--- src/rtl/lock_pkg.sv ---
// Shared types and default constants for the unlock_guard attempt supervisor.
// The ALARM encoding is always declared; it is only reachable when UNLOCK_GUARD_ALARM_EN is defined.
package lock_pkg;

  typedef enum logic [1:0] {
    ARMED   = 2'd0,
    OPEN    = 2'd1,
    LOCKOUT = 2'd2,
    ALARM   = 2'd3
  } state_t;

  localparam int DEF_MAX_TRIES      = 3;
  localparam int DEF_LOCKOUT_CYCLES = 1000;
  localparam int DEF_OPEN_CYCLES    = 500;
  localparam int DEF_TIMER_W        = 16;

endpackage

--- src/rtl/unlock_guard_if.sv ---
// Attempt/result bundle between the combination-lock top level and unlock_guard.
// Handshake: SUBMIT is a one-cycle strobe with RES valid in the same cycle; there is no back-pressure.
// The alarm signal exists only when UNLOCK_GUARD_ALARM_EN is defined.
interface unlock_guard_if #(
    parameter int MAX_TRIES = 3
) ();
    localparam int TW = $clog2(MAX_TRIES + 1);

    logic          SUBMIT;
    logic          RES;
    logic          RELOCK;
    logic          CLR;
    logic          unlocked;
    logic          locked_out;
    logic [TW-1:0] tries_left;
    logic          combo_rst;
    logic [1:0]    state;
`ifdef UNLOCK_GUARD_ALARM_EN
    logic          alarm;

    modport master (
        output SUBMIT, RES, RELOCK, CLR,
        input  unlocked, locked_out, tries_left, combo_rst, state, alarm
    );
    modport slave (
        input  SUBMIT, RES, RELOCK, CLR,
        output unlocked, locked_out, tries_left, combo_rst, state, alarm
    );
`else
    modport master (
        output SUBMIT, RES, RELOCK, CLR,
        input  unlocked, locked_out, tries_left, combo_rst, state
    );
    modport slave (
        input  SUBMIT, RES, RELOCK, CLR,
        output unlocked, locked_out, tries_left, combo_rst, state
    );
`endif
endinterface

--- src/rtl/guard_timer.sv ---
// Loadable down-counter shared by the OPEN and LOCKOUT intervals.
// Load wins over decrement; the caller only enables counting while the value is non-zero.
module guard_timer #(
    parameter int W = 16
) (
    input  logic         clk_i,
    input  logic         rst_i,
    input  logic         load_i,
    input  logic [W-1:0] load_val_i,
    input  logic         en_i,
    output logic [W-1:0] value_o,
    output logic         zero_o
);

    logic [W-1:0] value_q;

    always_ff @(posedge clk_i or posedge rst_i) begin
        if (rst_i) begin
            value_q <= '0;
        end else if (load_i) begin
            value_q <= load_val_i;
        end else if (en_i) begin
            value_q <= value_q - W'(1);
        end
    end

    assign value_o = value_q;
    assign zero_o  = (value_q == '0);

endmodule

--- src/rtl/unlock_guard.sv ---
// Attempt supervisor: opens the lock for a bounded time, counts failures, enforces timed lockout.
// Define UNLOCK_GUARD_ALARM_EN to escalate a second consecutive lockout into a latched ALARM.
module unlock_guard
    import lock_pkg::*;
#(
    parameter int MAX_TRIES      = DEF_MAX_TRIES,
    parameter int LOCKOUT_CYCLES = DEF_LOCKOUT_CYCLES,
    parameter int OPEN_CYCLES    = DEF_OPEN_CYCLES,
    parameter int TIMER_W        = DEF_TIMER_W
) (
    input  logic           CLK,
    input  logic           RST,
    unlock_guard_if.slave  bus
);

    localparam int FW = $clog2(MAX_TRIES + 1);

    state_t               state_q, state_d, cur;
    logic [FW-1:0]        fails_q, fails_d;
    logic                 combo_q, combo_d;
    logic                 tmr_load;
    logic [TIMER_W-1:0]   tmr_load_val;
    logic [TIMER_W-1:0]   tmr_value;
    logic                 tmr_zero;
    logic                 tmr_en;
`ifdef UNLOCK_GUARD_ALARM_EN
    logic [1:0]           lo_cnt_q, lo_cnt_d;

    assign cur = state_q;
`else
    // Encoding 3 cannot be reached here; treat it as ARMED if it ever appears.
    assign cur = (state_q == ALARM) ? ARMED : state_q;
`endif

    guard_timer #(.W(TIMER_W)) u_timer (
        .clk_i      (CLK),
        .rst_i      (RST),
        .load_i     (tmr_load),
        .load_val_i (tmr_load_val),
        .en_i       (tmr_en),
        .value_o    (tmr_value),
        .zero_o     (tmr_zero)
    );

    assign tmr_en = ((cur == OPEN) || (cur == LOCKOUT)) && (tmr_value != '0);

    always_ff @(posedge CLK or posedge RST) begin
        if (RST) begin
            state_q  <= ARMED;
            fails_q  <= '0;
            combo_q  <= 1'b0;
`ifdef UNLOCK_GUARD_ALARM_EN
            lo_cnt_q <= 2'd0;
`endif
        end else begin
            state_q  <= state_d;
            fails_q  <= fails_d;
            combo_q  <= combo_d;
`ifdef UNLOCK_GUARD_ALARM_EN
            lo_cnt_q <= lo_cnt_d;
`endif
        end
    end

    always_comb begin
        state_d      = cur;
        fails_d      = fails_q;
        combo_d      = 1'b0;
        tmr_load     = 1'b0;
        tmr_load_val = '0;
`ifdef UNLOCK_GUARD_ALARM_EN
        lo_cnt_d     = lo_cnt_q;
`endif
        if (bus.CLR) begin
            state_d  = ARMED;
            fails_d  = '0;
            tmr_load = 1'b1;
`ifdef UNLOCK_GUARD_ALARM_EN
            lo_cnt_d = 2'd0;
`endif
        end else begin
            case (cur)
                OPEN: begin
                    if (bus.RELOCK || tmr_zero) state_d = ARMED;
                end
                LOCKOUT: begin
                    if (tmr_zero) begin
                        fails_d = '0;
`ifdef UNLOCK_GUARD_ALARM_EN
                        state_d = (lo_cnt_q >= 2'd2) ? ALARM : ARMED;
`else
                        state_d = ARMED;
`endif
                    end
                end
`ifdef UNLOCK_GUARD_ALARM_EN
                ALARM: begin
                    state_d = ALARM;
                end
`endif
                default: begin
                    // RELOCK outranks SUBMIT, so an attempt coinciding with it is dropped.
                    if (bus.SUBMIT && !bus.RELOCK) begin
                        combo_d = 1'b1;
                        if (bus.RES) begin
                            state_d      = OPEN;
                            fails_d      = '0;
                            tmr_load     = 1'b1;
                            tmr_load_val = TIMER_W'(OPEN_CYCLES - 1);
`ifdef UNLOCK_GUARD_ALARM_EN
                            lo_cnt_d     = 2'd0;
`endif
                        end else if (int'(fails_q) + 1 < MAX_TRIES) begin
                            fails_d = fails_q + FW'(1);
                        end else begin
                            state_d      = LOCKOUT;
                            fails_d      = FW'(MAX_TRIES);
                            tmr_load     = 1'b1;
                            tmr_load_val = TIMER_W'(LOCKOUT_CYCLES - 1);
`ifdef UNLOCK_GUARD_ALARM_EN
                            if (lo_cnt_q != 2'd3) lo_cnt_d = lo_cnt_q + 2'd1;
`endif
                        end
                    end
                end
            endcase
        end
    end

    always_comb begin
        bus.unlocked   = (cur == OPEN);
        bus.locked_out = (cur == LOCKOUT) || (cur == ALARM);
        bus.tries_left = FW'(MAX_TRIES) - fails_q;
        bus.combo_rst  = combo_q;
        bus.state      = cur;
`ifdef UNLOCK_GUARD_ALARM_EN
        bus.alarm      = (cur == ALARM);
`endif
    end

endmodule
--- src/flat_wrapper.sv ---
// flat-port wrapper written by rule: the top's interface ports become plain ports
module unlock_guard_flat import lock_pkg::*;
#(
    parameter int MAX_TRIES      = DEF_MAX_TRIES,
    parameter int LOCKOUT_CYCLES = DEF_LOCKOUT_CYCLES,
    parameter int OPEN_CYCLES    = DEF_OPEN_CYCLES,
    parameter int TIMER_W        = DEF_TIMER_W
)
  (CLK, RST, bus_SUBMIT, bus_RES, bus_RELOCK, bus_CLR, bus_unlocked, bus_locked_out, bus_tries_left, bus_combo_rst, bus_state);
  unlock_guard_if #(.MAX_TRIES(MAX_TRIES)) bus_i ();
  input  logic CLK;
  input  logic RST;
  input wire logic [$bits(bus_i.SUBMIT)-1:0] bus_SUBMIT;
  input wire logic [$bits(bus_i.RES)-1:0] bus_RES;
  input wire logic [$bits(bus_i.RELOCK)-1:0] bus_RELOCK;
  input wire logic [$bits(bus_i.CLR)-1:0] bus_CLR;
  output wire logic [$bits(bus_i.unlocked)-1:0] bus_unlocked;
  output wire logic [$bits(bus_i.locked_out)-1:0] bus_locked_out;
  output wire logic [$bits(bus_i.tries_left)-1:0] bus_tries_left;
  output wire logic [$bits(bus_i.combo_rst)-1:0] bus_combo_rst;
  output wire logic [$bits(bus_i.state)-1:0] bus_state;
  assign bus_i.SUBMIT = bus_SUBMIT;
  assign bus_i.RES = bus_RES;
  assign bus_i.RELOCK = bus_RELOCK;
  assign bus_i.CLR = bus_CLR;
  assign bus_unlocked = bus_i.unlocked;
  assign bus_locked_out = bus_i.locked_out;
  assign bus_tries_left = bus_i.tries_left;
  assign bus_combo_rst = bus_i.combo_rst;
  assign bus_state = bus_i.state;
  unlock_guard #(.MAX_TRIES(MAX_TRIES), .LOCKOUT_CYCLES(LOCKOUT_CYCLES), .OPEN_CYCLES(OPEN_CYCLES), .TIMER_W(TIMER_W)) u_core (.CLK(CLK), .RST(RST), .bus(bus_i));
endmodule
--- config.mk ---
export PLATFORM = sky130hd
export DESIGN_NAME = unlock_guard_flat
export DESIGN_NICKNAME = d
export VERILOG_FILES = /design/src/rtl/lock_pkg.sv /design/src/rtl/unlock_guard_if.sv /design/src/rtl/guard_timer.sv /design/src/rtl/unlock_guard.sv /design/src/flat_wrapper.sv
export SDC_FILE = /design/constraint.sdc
export NUM_CORES = 1
export LEC_CHECK = 0
export BUFFER_PORTS_ARGS = -buffer_cell sky130_fd_sc_hd__buf_2
export CELL_PAD_IN_SITES_DETAIL_PLACEMENT = 0
export CELL_PAD_IN_SITES_GLOBAL_PLACEMENT = 2
export CORE_ASPECT_RATIO = 0.75
export CORE_MARGIN = 2
export CORE_UTILIZATION = 38
export DETAILED_ROUTE_END_ITERATION = 12
export GPL_TIMING_DRIVEN = 0
export MAX_ROUTING_LAYER = met4
export PLACE_DENSITY_LB_ADDON = 0.1
export SLEW_MARGIN = 30
export SYNTH_ARGS = -nofsm -noshare
export SYNTH_HDL_FRONTEND = slang
export SYNTH_SLANG_ARGS = --single-unit
--- constraint.sdc ---
create_clock -name CLK -period 4.47 [get_ports CLK]
set_input_delay 0.447 -clock CLK [delete_from_list [all_inputs] [get_ports CLK]]
set_output_delay 0.447 -clock CLK [all_outputs]
set_load 0.005 [all_outputs]
==> flow_summary.json <==
{
  "outcome": "complete, no violations",
  "synth-seq-area-share_pct": 37.91,
  "clk_pin_slew_worst_paths_ps": 80,
  "cp.arrival_ps": 2730,
  "netlist_area_mm2": 0.001386,
  "grt_use_total_pct": 18.66,
  "max_freq_mhz": 396.5,
  "die_h_um": 56.31,
  "cts_setup_buffers": 0,
  "crit_path_end_kind": "register",
  "slew_headroom_pct": 44.83,
  "cts_resized": 0,
  "syn_nets": 168,
  "pwr-share-seq_pct": 45.9,
  "pwr-share-clk_pct": 28.0,
  "dieWidth_um": 73.75,
  "hold_buffers": 0,
  "numCtsBuffers": 3,
  "htreeDepth": 1,
  "grt_pass1_wl_um": 5699,
  "cts_max_path_buffers": 2,
  "seq_area_um2": 525.5,
  "finalCriticalPeriod_ps": 2522,
  "synth_compound_area_share_pct": 21.75,
  "clk_latency_ps": 270,
  "p_leak_nw": 0.6978,
  "die_area_mm2": 0.004153,
  "synth.area.mux_share_pct": 0,
  "max_cap_viol_count": 0,
  "drt-initial-drc-count": 109,
  "finalClockSkew_ps": 1.853,
  "nets": 184,
  "antenna_found_initial": 0,
  "grt_pass1_vias": 1126,
  "cts-root-buf": "clkbuf_8",
  "internal_power_uw": 312.4,
  "ys_ff_latch": 21,
  "setup_violations": 0,
  "drive_above_1_share_pct": 13.95,
  "io_buffers": 11,
  "gp_congestion": 0.8222,
  "core_mm2": 0.003378,
  "async_reset_ff_share_pct": 100.0,
  "path_class": "reg2reg",
  "syn2layout_area_growth_pct": 10.83,
  "initial_core_util_pct": 41.04,
  "yosysTopAreaCell": "dfrtp_1",
  "worst-slew-pin-transition_ps": 826.6,
  "synth-simple-area-share_pct": 29.78,
  "cts_tree": "built",
  "first_pass_iters": 4,
  "yosys-top-cells-area": "dfrtp_1 (38%), a21oi_1 (4.7%), ha_1 (4.5%)",
  "ir_drop_uv": 163.2,
  "routed_wl_um": 3455,
  "clock_sinks": 21,
  "hold_viol_final": 0,
  "fin_crit_sh_pct": 56.43,
  "synthFlopType": "dfrtp_1",
  "crit_end": "u_core.u_timer.value_o[7]$_DFFE_PP0P_",
  "reg2regPathDepth": 7,
  "reg2reg_to": "u_core.u_timer.value_o[7]$_DFFE_PP0P_",
  "slew_viol_final": 0,
  "synth_edf_count": 0,
  "gr-total-overflow": 0,
  "r2r-start": "u_core.state_q[0]$_DFF_PP0_",
  "power_density_mw_per_mm2": 303.2,
  "synthXorXnorAreaFrac_pct": 0,
  "rsz0062_at_grt": "false",
  "hpwl_um": 2581,
  "nFillCells": 325,
  "wire_per_inst_um": 16.30,
  "swShare_pct": 32.95,
  "antenna_left": 0,
  "startpoint_type": "register",
  "drc": 0,
  "yosysTopAreaCellShare_pct": 37.91,
  "p_switching_uw": 153.5,
  "cp-startpoint": "u_core.state_q[0]$_DFF_PP0_",
  "hold_path.class": "in2async",
  "vias_per_cell": 6.033,
  "antenna_cells": 0,
  "synth_cells": 157,
  "ios": 13,
  "finalWorstSetupSlack_ps": 1948,
  "synth_area_per_cell_um2": 8.830,
  "grt_max_degree": 22,
  "synthDistinctLibCells": 44,
  "critPathMaxFanout": 10,
  "vias": 1279,
  "post-route-util_pct": 45.48,
  "power_frac_comb_pct": 26.2,
  "synth-adder-area-share_pct": 4.513,
  "fin_setup_tns_ps": 0,
  "synth_top_family_by_area": "simple AND/OR/NAND/NOR gates",
  "ys_warn_count": 0,
  "multi_input_area_um2": 777.0,
  "cp.required_ps": 4680,
  "preCtsSetupSlack_ps": 2029,
  "rows": 18,
  "rrSetupSlack_ps": 1950
}
==> routing by layer <==
layer	routed length (µm)	GRT usage, %	vias to the layer above	share of wire, %
li1	-	-	626	-
met4	38	4.675	0	1.1
met5	0	-	-	0
met3	185	4.309	5	5.4
met2	1319	22.45	33	38
met1	1911	30.28	615	55
==> cells in the mapped netlist, drive strengths merged (3+ instances only) <==
library cell / count
or4: 9
nor4: 6
a21oi: 13
nor2: 9
a31oi: 4
clkbuf: 5
dfrtp: 21
o31ai: 7
nor2b: 3
nand2: 5
nand3: 5
or2: 4
nor3: 6
ha: 5
o21ai: 5
and2: 3
inv: 11
buf: 3
==> per-stage QoR <==
step	std cells	power, mW	hold WS [ps]	area, µm²
after floorplan	157	0.3047	423.5	1386
after global placement	208	0.3359	556.3	1491
after detailed placement	208	0.3374	569.4	1491
after CTS	212	0.4668	371.7	1536
after global routing	212	0.4921	405.0	1536
final	212	0.4659	331.0	1536
==> power by group through the flow <==
stage / Sequential, mW / Clock (mW) / Combinational (mW)
final: 0.214 / 0.130 / 0.122
after CTS: 0.213 / 0.132 / 0.121
after global routing: 0.215 / 0.140 / 0.136
after detailed placement: 0.217 / 0 / 0.120
after floorplan: 0.214 / 0 / 0.0905
after global placement: 0.217 / 0 / 0.119
==> cell type report <==
class,count,area share [%]
clock buffers,4,2.932
repair buffers,11,3.583
well taps,40,3.257
inverters,11,2.687
flip-flops and latches,21,34.20
multi-input cells,117,50.57
plain buffers,8,2.769
==> logic make-up (layout without fill, tap and decap cells) <==
logic type               count (synthesis)  after routing
buffers and inverters                   19             34
AO/OA/AOI/OAI                           45             45
AND/OR/NAND/NOR                         67             67
adder cells (fa/ha/maj)                  5              5
flip-flops                              21             21
==> state kept, by name, indices dropped and copies added, names as in the netlist <==
signal                  cells
u_core.bus.combo_rst        1
u_core.fails_q              2
u_core.u_timer.value_o     16
u_core.state_q              2
==> critical path: stages (launching register included) <==
cell	delay [ps]
dfrtp_1	360
inv_1	60
ha_1	270
clkbuf_1	350
nor4bb_1	740
and2_1	330
a2bb2oi_1	200
o22a_1	150
==> layout by cell type (no fill, tap or decap), types with 3 or more instances in the layout <==
cell and n:
dfrtp_1 21, a21oi_1 13, buf_2 12, inv_1 11, nor2_1 9, or4_1 8
o31ai_1 7, clkbuf_1 6, nor4_1 6, nor3_1 6, o21ai_0 5, nand3_1 5
nand2_1 5, ha_1 5, or2_2 4, a31oi_1 4, nor2b_1 3, and2_1 3
clkbuf_8 3
==> worst min path at each step <==
| stage | slack (ps) | to | from |
|---|---|---|---|
| global placement | 560 | u_core.u_timer.value_o[13]$_DFFE_PP0P_ | u_core.u_timer.value_o[13]$_DFFE_PP0P_ |
| global route | 410 | u_core.u_timer.value_o[9]$_DFFE_PP0P_ | RST |
| detailed placement | 570 | u_core.u_timer.value_o[15]$_DFFE_PP0P_ | u_core.u_timer.value_o[15]$_DFFE_PP0P_ |
| finish | 330 | u_core.bus.combo_rst$_DFF_PP0_ | RST |
| CTS | 370 | u_core.u_timer.value_o[11]$_DFFE_PP0P_ | RST |
| floorplan | 420 | u_core.bus.combo_rst$_DFF_PP0_ | RST |
Note: power is estimated with default switching activity, not from simulation.
